File: config.mk
export PLATFORM = sky130hd
export DESIGN_NAME = tiny16_uart_tx
export DESIGN_NICKNAME = d
export VERILOG_FILES = /design/src/rtl/tiny16_uart_tx.sv
export SDC_FILE = /design/constraint.sdc
export NUM_CORES = 1
export LEC_CHECK = 0
export CAP_MARGIN = 20
export CORE_MARGIN = 2
export CORE_UTILIZATION = 55
export DETAILED_ROUTE_END_ITERATION = 7
export PLACE_DENSITY_LB_ADDON = 0.3
export SLEW_MARGIN = 20
export SYNTH_ARGS = -nofsm -noshare
export SYNTH_HDL_FRONTEND = slang
export SYNTH_SLANG_ARGS = --single-unit
File: constraint.sdc
create_clock -name CLK -period 4.25 [get_ports CLK]
set_input_delay 0.85 -clock CLK [delete_from_list [all_inputs] [get_ports CLK]]
set_output_delay 0.85 -clock CLK [all_outputs]
set_load 0.005 [all_outputs]
File: src/rtl/tiny16_uart_tx.sv
`default_nettype none
// ============================================================================
// Module   : tiny16_uart_tx
// Purpose  : Byte FIFO followed by an asynchronous serial transmitter (8N1,
//            optionally 8E1). Consumes the tiny16 core's OUT/OUT_EN port and
//            drives a single TX pin.
// Ports    : CLK      - system clock, rising edge
//            RST      - asynchronous reset, active low
//            DATA[7:0]- byte to enqueue
//            WR       - write strobe, one write per asserted cycle
//            TX       - serial line, idles high, registered
//            BUSY     - frame on the line or FIFO non-empty
//            FULL     - FIFO holds FIFO_DEPTH entries
//            OVERRUN  - sticky, a write was dropped while FULL
// Macro    : TINY16_UART_PARITY_EN - adds an even-parity bit before stop
// Revision : 1.0 - initial release
// ============================================================================
module tiny16_uart_tx #(
  parameter int CLKS_PER_BIT = 139,
  parameter int FIFO_DEPTH   = 16
) (
  input  logic       CLK,
  input  logic       RST,
  input  logic [7:0] DATA,
  input  logic       WR,
  output logic       TX,
  output logic       BUSY,
  output logic       FULL,
  output logic       OVERRUN
);

  localparam int AW = $clog2(FIFO_DEPTH);
  localparam int CW = AW + 1;
  localparam logic [CW-1:0] FULL_COUNT = CW'(FIFO_DEPTH);
  localparam logic [15:0]   BAUD_LAST  = 16'(CLKS_PER_BIT - 1);

  typedef enum logic [2:0] {
    S_IDLE,
    S_START,
    S_DATA,
`ifdef TINY16_UART_PARITY_EN
    S_PARITY,
`endif
    S_STOP
  } state_t;

  logic [7:0]    mem_q [FIFO_DEPTH];

  state_t        state_q, state_d;
  logic [15:0]   baud_q, baud_d;
  logic [2:0]    bit_q, bit_d;
  logic [7:0]    shift_q, shift_d;
  logic [AW-1:0] rd_ptr_q, rd_ptr_d;
  logic [AW-1:0] wr_ptr_q, wr_ptr_d;
  logic [CW-1:0] count_q, count_d;
  logic          tx_q, tx_d;
  logic          busy_q, busy_d;
  logic          overrun_q, overrun_d;
`ifdef TINY16_UART_PARITY_EN
  logic          parity_q, parity_d;
`endif

  logic [7:0]    head;
  logic          full;
  logic          push;
  logic          pop;
  logic          baud_done;

  always_comb begin
    head      = mem_q[rd_ptr_q];
    // FULL comes from the pre-edge count, so a simultaneous pop never
    // makes room for a write on the same edge.
    full      = (count_q == FULL_COUNT);
    push      = WR && !full;
    baud_done = (baud_q == BAUD_LAST);

    state_d   = state_q;
    baud_d    = baud_q;
    bit_d     = bit_q;
    shift_d   = shift_q;
    pop       = 1'b0;
`ifdef TINY16_UART_PARITY_EN
    parity_d  = parity_q;
`endif

    case (state_q)
      S_IDLE: begin
        if (count_q != '0) begin
          pop     = 1'b1;
          baud_d  = '0;
          state_d = S_START;
        end
      end
      S_START: begin
        if (baud_done) begin
          baud_d  = '0;
          bit_d   = '0;
          state_d = S_DATA;
        end else begin
          baud_d  = baud_q + 16'd1;
        end
      end
      S_DATA: begin
        if (baud_done) begin
          baud_d  = '0;
          shift_d = {1'b0, shift_q[7:1]};
          if (bit_q == 3'd7) begin
`ifdef TINY16_UART_PARITY_EN
            state_d = S_PARITY;
`else
            state_d = S_STOP;
`endif
          end else begin
            bit_d = bit_q + 3'd1;
          end
        end else begin
          baud_d  = baud_q + 16'd1;
        end
      end
`ifdef TINY16_UART_PARITY_EN
      S_PARITY: begin
        if (baud_done) begin
          baud_d  = '0;
          state_d = S_STOP;
        end else begin
          baud_d  = baud_q + 16'd1;
        end
      end
`endif
      S_STOP: begin
        if (baud_done) begin
          baud_d = '0;
          // Chain straight into the next start bit when data is waiting.
          if (count_q != '0) begin
            pop     = 1'b1;
            state_d = S_START;
          end else begin
            state_d = S_IDLE;
          end
        end else begin
          baud_d = baud_q + 16'd1;
        end
      end
      default: state_d = S_IDLE;
    endcase

    if (pop) begin
      shift_d  = head;
`ifdef TINY16_UART_PARITY_EN
      parity_d = ^head;
`endif
    end

    count_d   = count_q + CW'(push) - CW'(pop);
    rd_ptr_d  = rd_ptr_q + AW'(pop);
    wr_ptr_d  = wr_ptr_q + AW'(push);
    overrun_d = overrun_q | (WR & full);

    // TX and BUSY are registered, so derive them from the next state.
    case (state_d)
      S_START:  tx_d = 1'b0;
      S_DATA:   tx_d = shift_d[0];
`ifdef TINY16_UART_PARITY_EN
      S_PARITY: tx_d = parity_q;
`endif
      default:  tx_d = 1'b1;
    endcase
    busy_d = (state_d != S_IDLE) || (count_d != '0);
  end

  always_ff @(posedge CLK or negedge RST) begin
    if (!RST) begin
      state_q   <= S_IDLE;
      baud_q    <= '0;
      bit_q     <= '0;
      shift_q   <= '0;
      rd_ptr_q  <= '0;
      wr_ptr_q  <= '0;
      count_q   <= '0;
      tx_q      <= 1'b1;
      busy_q    <= 1'b0;
      overrun_q <= 1'b0;
`ifdef TINY16_UART_PARITY_EN
      parity_q  <= 1'b0;
`endif
    end else begin
      state_q   <= state_d;
      baud_q    <= baud_d;
      bit_q     <= bit_d;
      shift_q   <= shift_d;
      rd_ptr_q  <= rd_ptr_d;
      wr_ptr_q  <= wr_ptr_d;
      count_q   <= count_d;
      tx_q      <= tx_d;
      busy_q    <= busy_d;
      overrun_q <= overrun_d;
`ifdef TINY16_UART_PARITY_EN
      parity_q  <= parity_d;
`endif
    end
  end

  // Storage needs no reset; the pointers and count define validity.
  always_ff @(posedge CLK) begin
    if (push) begin
      mem_q[wr_ptr_q] <= DATA;
    end
  end

  assign TX      = tx_q;
  assign BUSY    = busy_q;
  assign FULL    = full;
  assign OVERRUN = overrun_q;

endmodule
`default_nettype wire

Word level (Yosys, flattened, before mapping)
Memory sizes are Yosys's and may differ from the RTL's.
Cells that the tools add are included.
{"block": "classes", "add_sub_neg": 6, "n_mul": 0, "div": 0, "order_cmp": 0, "eq_ne": 12, "n_shift": 0, "n_mux": 23, "bitwise_logic": 2, "n_reduce_logical": 15}
{"op": "2-to-1 mux 16 bit", "n": 2}
{"op": "case mux 16 bit (2 select lines)", "n": 1}
{"op": "2-to-1 mux 3 bit", "n": 8}
{"op": "2-to-1 mux 8 bit", "n": 3}
{"op": "adder 16 x 1 -> 16 bit, second input constant", "n": 1}
{"op": "equality test 16 x 8 -> 1 bit, second input constant", "n": 1}
{"op": "case mux 3 bit (4 select lines)", "n": 1}
{"op": "nonzero test 5 bit", "n": 2}
{"op": "equality test 3 x 2 -> 1 bit, second input constant", "n": 3}
{"op": "adder 4 x 1 -> 4 bit", "n": 2}
{"op": "inequality test 2 bit, second input constant", "n": 4}
{"op": "nonzero test 2 bit", "n": 4}
{"op": "equality test 3 x 1 -> 1 bit, second input constant", "n": 2}
{"op": "case mux 3 bit (2 select lines)", "n": 1}
{"op": "adder 5 x 1 -> 5 bit", "n": 1}
{"op": "equality test 5 bit, second input constant", "n": 1}
{"op": "2-to-1 mux 1 bit", "n": 5}
{"op": "subtractor 5 x 1 -> 5 bit", "n": 1}
{"op": "case mux 1 bit (2 select lines)", "n": 2}
{"op": "AND reduction 2 bit", "n": 2}
{"op": "AND reduction 4 bit", "n": 1}
{"op": "adder 3 x 1 -> 3 bit, second input constant", "n": 1}
{"op": "equality test 3 bit, second input constant", "n": 1}
{"op": "zero test 3 bit", "n": 1}
{"op": "7 further kinds", "n": 7}
{"block": "word_totals", "ff_bits": 46, "latch_bits": 0, "mem_bits_rw": 128, "rom_bits": 0, "input_bits": 11, "memories": 1}
{"memory": "mem_q", "words": 16, "width": 8, "rd": 1, "rd_ports_with_merged_regs": 0, "wr": 1, "line_no": "47", "source": "logic [7:0] mem_q [FIFO_DEPTH];"}

Longest topological paths before layout
Gate-level depths: netlist (run 1).
{"block": "logic_depth", "ltp_word": 7, "ltp_mapped": 15, "ltp_nobuf": 14}

Worst setup path after synthesis (run 1)
Ideal clock, no wire load.
{"block": "synth_timing", "kind": "flip-flop to flip-flop", "from": "register baud_q[0]", "to": "register busy_q (netlist: BUSY)", "setup_time_ps": 139, "arrival_time_ps": 3260, "path_slack_ps": 852, "stages_incl_launch_ff": 16, "path_buffers": 1, "synth_period_minus_slack_ps": 3398, "path_cell_list": "dfrtp_1 inv_1 ha_1 nor4b_4 nand4_2 nor3_1 o21ai_1 buf_2 xnor2_1 ha_1 fa_1 a21oi_1 o21bai_1 xnor2_1 or4_1 or4_1"}
{"block": "synth_via", "elab_chain_cells": 6}
{"item": "start: declaration", "line_no": "50", "source": "logic [15:0] baud_q, baud_d;"}
{"item": "start signal: assignment", "line_no": "188", "source": "baud_q <= baud_d;"}
{"item": "equality test 16 x 8 -> 1 bit", "line_no": "75", "source": "baud_done = (baud_q == BAUD_LAST);"}
{"item": "2-to-1 mux 1 bit", "line_no": "131", "source": "if (baud_done) begin"}
{"item": "case mux 1 bit (2 select lines)", "line_no": "86", "source": "case (state_q)"}
{"item": "subtractor 5 x 1 -> 5 bit", "line_no": "154", "source": "count_d = count_q + CW'(push) - CW'(pop);"}
{"item": "via count_d[4]", "line_no": "55", "source": "logic [CW-1:0] count_q, count_d;"}
{"item": "nonzero test 5 bit", "line_no": "168", "source": "busy_d = (state_d != S_IDLE) || (count_d != '0);"}
{"item": "logical OR 1 bit", "line_no": "168"}
{"item": "via busy_d", "line_no": "57", "source": "logic busy_q, busy_d;"}
{"item": "end signal: assignment", "line_no": "195", "source": "busy_q <= busy_d;"}
{"item": "end: declaration", "line_no": "57"}
The timed path passes the listed nets, and every way through them passes these cells.
A chain may end at the register's enable or synchronous reset.

Worst setup path in the final report (run 1)
Same ends and word-level chain as after synthesis.

==> results.md, run 1 <==
* Startpoint of the worst setup timing path: baud_q[0]
* Total negative slack for setup checks at 0 ps
* Relative contribution of sequential cells to total power at 0.467
* Cell area after synthesis at 7370 um^2
* Synth top area cells: sky130_fd_sc_hd__edfxtp_1 (52%), sky130_fd_sc_hd__dfrtp_1 (15%), sky130_fd_sc_hd__mux4_2 (12%)
* Setup repair after global routing missed its margin: false
* Sum of net half-perimeters after detailed placement at 8.81 mm
* Placer congestion estimate at 0.815
* Total CTS buffers at 17
* Buffers inserted by post-CTS timing repair at 0
* Antenna violations before repair at 0
* Max Clock Freq at approximately 280 MHz
* Area of the die at between 10,000 and 15,000 um^2
* Most common cell after layout, fill and taps aside: sky130_fd_sc_hd__edfxtp_1
* Sequential cell area fraction in the yosys report at 0.678
* Worst endpoint required time at 4550 ps
* Pwr dens at around 600 nW/um^2
* Status: complete, no violations
* Setup crit start kind: flip-flop
* Kind of critical path: flip-flop to flip-flop
* Worst reg2reg path startpoint: baud_q[0]
* Slew Viols, Final at 0
* Number of max-cap violations at 0
* Post-synth EDFFs at approximately 130
* Depth of the worst register-to-register path at 14
* Total number of yosys warnings at 0
* Post-Route WL at 13.8 mm
* Post-detailed-placement cell area at 7700 um^2
* Via Count at between 3,000 and 4,000
* 1st-pass router iterations at 5
* P_int at 3.57 mW
* Total grt overflow at 0
* Post-route minimum period at 3610 ps
* Post-Synthesis Mean Instance Area at 16.9 um^2
* Setup crit end: BUSY
* Critical path data arrival time at 3910 ps
* Proportion of netlist area held by the largest area contributor at 0.522
* Post-synthesis instance total at approximately 440
* Number of H-tree levels at 4
* Total placed cells including tap cells at 614
* Effective utilization at floorplan at 0.561
* Drt initial violations at 380
* Via count of the first global-routing pass at between 4,000 and 5,000
* Slew at the pin closest to its max-slew limit at roughly 900 ps
* Worst-case setup margin in the final layout at 642 ps
* Max rail drop VDD at between 500 and 600 uV
* Part of the total power dissipated in combinational logic at 0.236
* Die height at 120 um
* Worst Setup End Kind: flip-flop
* Worst reg2reg endpoint: BUSY
* Wire length of the first global-routing pass at around 22 mm
* Cell type with the largest total area after synthesis: sky130_fd_sc_hd__edfxtp_1
* Fraction of registers with async set or reset after synthesis at 0.264
* CTS Hold Buffers Added at 0
* Post-Syn Nets at 459
* Total routing usage reported by global routing at 0.212
* Standard-cell rows at 42
* Top-level port count at 15
* R2R Setup Slk at 640 ps
* Worst-case clock buffer depth at 2
* Layout area overhead at 12.5%
* Clock insertion delay at the later pin of the skew report at 430 ps
* Final hold slack at 417 ps
* Final setup fails at 0
* Antenna-violating nets left at 0
* Part of the cycle the worst path needs at 0.849
* Leakage Power at roughly 3 nW
* Share of final-layout standard cells stronger than drive strength 1 at 0.221
* CTS tree: built
* Post-cts repair resize count at 0
* Dominant register cell in the synthesized netlist: sky130_fd_sc_hd__edfxtp_1
* Worst hold-check path type: primary input to async pin
* Largest clock skew in the final design at about 12 ps
* Overall power after layout at 5.10 mW
* Switching power at approximately 1.5 mW
* Clk pwr share at 0.297
* Seq cells post-synth at between 150 and 200
* Switching Share at 0.300
* Maximum fanout encountered on the critical timing path at 5
* Summed area of non-filler cells in the final layout at 8290 um^2
* Worst-case headroom to the max-slew limit at 0.413
* Count of different cell masters after synthesis at 54
* Number of endpoints with negative hold slack in the final report at 0
* Average wire per cell in the routed design at 21.3 um
* Buffer cell driving the clock tree root: sky130_fd_sc_hd__clkbuf_16
* Total Nets Final at 481
* Final core utilization at 0.631
* Vias per std cell at ~6.1
* Count of input and output buffers at 14
* Clock net sink count at 174
* Final Non-Filler Cells at 646
* Die W at about 120 um
* Maximum number of pins on one net before global-route repair at 47
* Clk pin slew, worst setup/hold paths at 70 ps
* Number of antenna cells inserted at 0
* Top library cells by usage in the layout, fill and taps aside: sky130_fd_sc_hd__edfxtp_1 (128), sky130_fd_sc_hd__dfrtp_1 (43), sky130_fd_sc_hd__mux4_2 (39)
* Setup slack after placement at 476 ps
* Area of the core at 13,100 um^2
* Remaining routing DRC violations at 0
==> power groups by stage <==
| stage | registers [mW] | clock network (mW) | logic, mW |
|---|---|---|---|
| global placement | 2.40 | 0 | 1.16 |
| global route | 2.43 | 1.60 | 1.31 |
| floorplan | 2.19 | 0 | 1.07 |
| CTS | 2.39 | 1.54 | 1.22 |
| detailed placement | 2.42 | 0 | 1.20 |
| finish | 2.38 | 1.52 | 1.20 |
==> Yosys cell counts, drive strengths merged (2+ instances only) <==
cell / n
nand2b: 2
dfrtp: 45
xor2: 6
nand4: 4
o21ai: 23
a22o: 6
mux2: 14
inv: 11
nor3: 18
o211ai: 2
nor2: 22
ha: 12
nand3: 9
a21o: 4
clkbuf: 9
nor4b: 2
xnor2: 5
nand3b: 2
mux4: 39
buf: 9
a21oi: 5
nand2: 26
nor4: 7
edfxtp: 128
or4: 3
mux2i: 4
==> routing by layer <==
metal / GRT usage / vias up / part of all wire
met5: 0 / - / 0
met4: 0.0676 / 0 / 0.017
met3: 0.0599 / 23 / 0.042
met2: 0.358 / 118 / 0.52
met1: 0.267 / 2058 / 0.42
li1: - / 1749 / -
==> worst max-delay path: stages, from the launching register on <==
cell	delay [ps]
sky130_fd_sc_hd__dfrtp_1	420
sky130_fd_sc_hd__inv_1	80
sky130_fd_sc_hd__ha_1	150
sky130_fd_sc_hd__nor4b_4	240
sky130_fd_sc_hd__nand4_2	200
sky130_fd_sc_hd__nor3_1	240
sky130_fd_sc_hd__o21ai_1	180
sky130_fd_sc_hd__xnor2_1	170
sky130_fd_sc_hd__ha_1	220
sky130_fd_sc_hd__fa_1	410
sky130_fd_sc_hd__a21oi_1	140
sky130_fd_sc_hd__o21bai_1	80
sky130_fd_sc_hd__xnor2_1	140
sky130_fd_sc_hd__or4_1	400
sky130_fd_sc_hd__or4_1	400
==> area by class of cell <==
cell class | instances | area (um^2)
Multi-Input combinational cell | 232 | 2240
Timing Repair Buffer | 21 | 203
Fill cell | 930 | 4850
Clock inverter | 15 | 161
Clock buffer | 17 | 425
Tap cell | 176 | 220
Inverter | 11 | 41.3
Sequential cell | 174 | 5000
==> state kept, by name, summed over array words and instances, names as in the netlist <==
register,flops
shift_q,8
bit_q,3
count_q,5
BUSY,1
state_q,3
wr_ptr_q,4
OVERRUN,1
baud_q,16
mem_q,128
rd_ptr_q,4
TX,1
==> worst min-delay path by stage <==
stage / from / to / slack [ps] / cells after the start
3_5_place_dp: OVERRUN / OVERRUN / 450 / 1
6_report: RST / baud_q[1] / 420 / 1
5_1_grt: RST / baud_q[3] / 460 / 1
4_1_cts: OVERRUN / OVERRUN / 470 / 1
3_3_place_gp: OVERRUN / OVERRUN / 440 / 1
2_1_floorplan: OVERRUN / OVERRUN / 450 / 1
==> cell families after synthesis <==
logic type / synth area share
flops: 0.678
simple gates: 0.0764
mux: 0.151
compound gates: 0.0399
buf+inv: 0.0178
fa+ha+maj: 0.0231
xor+xnor: 0.0131
other cells: 0.000509
Note: power is estimated with default switching activity, not from simulation.
==> run 2, diff against run 1 <==
==> constraint.sdc (replaced) <==
create_clock -name CLK -period 3.2 [get_ports CLK]
set_input_delay 0.64 -clock CLK [delete_from_list [all_inputs] [get_ports CLK]]
set_output_delay 0.64 -clock CLK [all_outputs]
set_load 0.005 [all_outputs]
==> run 2 against run 1 <==
The flow now finishes with violations (negative setup slack). Total power grew 35%. Maximum frequency increased by 12%. Largest cell class unchanged. Clock skew increased by 0.51 ps. Critical endpoint unchanged.
==> results.md, run 2 (synthesized netlist as in run 1, its figures left out) <==
* Status: finished with violations
* Violations in the final reports: negative setup slack
* Layout area overhead at 16.3%
* Worst hold-check path type: primary input to async pin
* Remaining routing DRC violations at 0 (unchanged)
* Worst-case clock buffer depth at 2 (unchanged)
* Worst endpoint required time at 3490 ps (-1060 ps)
* Clk pwr share at 0.304 (+0.007)
* Biggest register: mem_q
* Most common cell after layout, fill and taps aside: sky130_fd_sc_hd__edfxtp_1
* Top-level port count at 15 (unchanged)
* Area of the core at 13,100 um^2 (unchanged)
* Total grt overflow at 0 (unchanged)
* Via Count at 3,954 (+0.15%)
* Number of flip-flops under the largest register name at 128 (unchanged)
* Total placed cells including tap cells at 644 (+4.9%)
* Die height at 120 um (unchanged)
* Total routing usage reported by global routing at 0.200 (-0.0117)
* Count of input and output buffers at 14 (unchanged)
* Worst-case headroom to the max-slew limit at 0.394 (-0.0194)
* Multi-input gate area in the final layout at 2260 um^2 (+1.1%)
* Post-Route WL at 13.0 mm (-5.2%)
* Effective utilization at floorplan at 0.561 (unchanged)
* Sequential cell area in the final layout at 5000 um^2 (about the same)
* Via count of the first global-routing pass at 4,051 (-0.32%)
* Vias per std cell at 5.85 (-4.3%)
* Area of the die at 14,300 um^2 (unchanged)
* Number of antenna cells inserted at 0 (unchanged)
* Leakage Power at 3.14 nW (+6.1%)
* Clock net sink count at 174 (unchanged)
* Worst-case setup margin in the final layout at -12.4 ps (-655 ps)
* Max Clock Freq at 311 MHz (+12%)
* Total Nets Final at 512 (+6.4%)
* CTS tree: built
* Switching power at 1.90 mW (+25%)
* Part of the total power dissipated in combinational logic at 0.262 (+0.026)
* Top library cells by usage in the layout, fill and taps aside: sky130_fd_sc_hd__edfxtp_1 (128), sky130_fd_sc_hd__dfrtp_1 (44), sky130_fd_sc_hd__mux4_2 (39)
* Antenna-violating nets left at 0 (unchanged)
* Share of final-layout standard cells stronger than drive strength 1 at 0.276 (+0.0547)
* Placer congestion estimate at 0.827 (+1.6%)
* Slew at the pin closest to its max-slew limit at 906 ps (+28.9 ps)
* Drt initial violations at 291 (-23%)
* Overall power after layout at 6.89 mW (+35%)
* Top Registers: mem_q (128), baud_q (16), shift_q (8)
* Wire length of the first global-routing pass at 21.5 mm (-4.2%)
* Number of endpoints with negative hold slack in the final report at 0 (unchanged)
* Average wire per cell in the routed design at 19.3 um (-9.4%)
* Total CTS buffers at 17 (unchanged)
* Max rail drop VDD at 516 uV (-2.5%)
* Setup crit start kind: flip-flop
* Number of max-cap violations at 0 (unchanged)
* Slew Viols, Final at 0 (unchanged)
* P_int at 4.98 mW (+39%)
* Clk pin slew, worst setup/hold paths at 70 ps (about the same)
* 1st-pass router iterations at 4 (-1)
* Standard-cell rows at 42 (unchanged)
* Number of H-tree levels at 4 (unchanged)
* R2R Setup Slk at -10 ps (-650 ps)
* Buffer cell driving the clock tree root: sky130_fd_sc_hd__clkbuf_16
* Worst Setup End Kind: flip-flop
* Final setup fails at 1 (+1)
* Largest clock skew in the final design at 12.1 ps (+0.513 ps)
* Sum of net half-perimeters after detailed placement at 8.96 mm (+1.7%)
* Maximum fanout encountered on the critical timing path at 3 (-2)
* Switching Share at 0.277 (-0.0231)
* Relative contribution of sequential cells to total power at 0.434 (-0.033)
* Clock insertion delay at the later pin of the skew report at 430 ps (about the same)
* Critical path data arrival time at 3500 ps (-410 ps)
* Die W at 120 um (unchanged)
* Kind of critical path: flip-flop to flip-flop
* Fill cell instance count of the final layout at 908 (-2.4%)
* Antenna violations before repair at 0 (unchanged)
* Final Non-Filler Cells at 676 (+4.6%)
* Post-route minimum period at 3210 ps (-395 ps)
* Pwr dens at 804 nW/um^2 (+31%)
* Part of the cycle the worst path needs at 1.00 (+0.155)
* Maximum number of pins on one net before global-route repair at 35 (-26%)
* Setup repair after global routing missed its margin: true
-- run 2: changes by cell type in the layout (fill, tap and decap cells not counted), moves of 3 or more --
cell | before | now
sky130_fd_sc_hd__buf_4 | 7 | 37
sky130_fd_sc_hd__inv_8 | 4 | 0
sky130_fd_sc_hd__bufinv_16 | 0 | 3
sky130_fd_sc_hd__clkinv_4 | 2 | 5
sky130_fd_sc_hd__clkinv_8 | 3 | 0
-- run 2: path summary, 6_finish.rpt --
check / endpoint / cells past startpoint / from
max in group asynchronous: TX / 2 / RST
min reg2reg: OVERRUN / 1 / OVERRUN
min: count_q[3] / 1 / RST
max reg2reg: BUSY / 14 / baud_q[0]
min in group CLK: OVERRUN / 1 / OVERRUN
max: BUSY / 14 / baud_q[0]
-- run 2: final cells by class --
class | instances | area share
Inverter | 11 | 0.00482
Timing Repair Buffer | 52 | 0.0505
Clock buffer | 17 | 0.0497
Multi-Input combinational cell | 232 | 0.264
Tap cell | 176 | 0.0257
Clock inverter | 14 | 0.0215
Sequential cell | 174 | 0.583
-- run 2: worst max-delay path, cell delays in order (launching register included) --
cell and delay (ps):
sky130_fd_sc_hd__dfrtp_1 370, sky130_fd_sc_hd__inv_1 60, sky130_fd_sc_hd__ha_1 140, sky130_fd_sc_hd__nor4b_4 220, sky130_fd_sc_hd__nand4_2 190, sky130_fd_sc_hd__nor3_4 180
sky130_fd_sc_hd__o21ai_2 100, sky130_fd_sc_hd__xnor2_1 150, sky130_fd_sc_hd__ha_2 190, sky130_fd_sc_hd__fa_2 360, sky130_fd_sc_hd__a21oi_2 120, sky130_fd_sc_hd__o21bai_1 80
sky130_fd_sc_hd__xnor2_1 140, sky130_fd_sc_hd__or4_1 380, sky130_fd_sc_hd__or4_1 410
-- run 2: repair_timing --
action | in CTS | in global routing
buffers inserted | 1 | 0
hold buffers | 0 | 0
endpoints found under the setup margin | 1 | 1
resized for setup | 0 | 1
pin swaps | 3 | 0
-- run 2: per-layer routing --
metal | global-route usage | vias to the layer above | share of wire
met5 | 0 | - | 0
met4 | 0.0684 | 0 | 0.018
met3 | 0.0461 | 17 | 0.030
met2 | 0.332 | 87 | 0.52
met1 | 0.264 | 2033 | 0.43
li1 | - | 1817 | -
-- run 2: metrics by stage --
step | TNS [ps] | utilization | hold slack, ps | cell area (um^2) | setup slack, ps
after CTS | -14.6 | 0.652 | 177 | 8560 | -14.6
final | -12.4 | 0.652 | 187 | 8570 | -12.4
after global routing | -213 | 0.652 | 220 | 8570 | -213
after global placement | -20.4 | 0.605 | 441 | 7940 | -20.4
after floorplan | -84.9 | - | 344 | 7390 | -84.9
after detailed placement | -108 | 0.605 | 454 | 7940 | -108
-- run 2: power by group through the flow --
stage | combinational [mW] | clock [mW] | sequential (mW)
floorplan | 1.44 | 0 | 2.90
global placement | 1.77 | 0 | 3.01
detailed placement | 1.83 | 0 | 3.04
CTS | 1.84 | 2.14 | 2.99
global route | 1.96 | 2.23 | 3.03
finish | 1.80 | 2.09 | 2.99
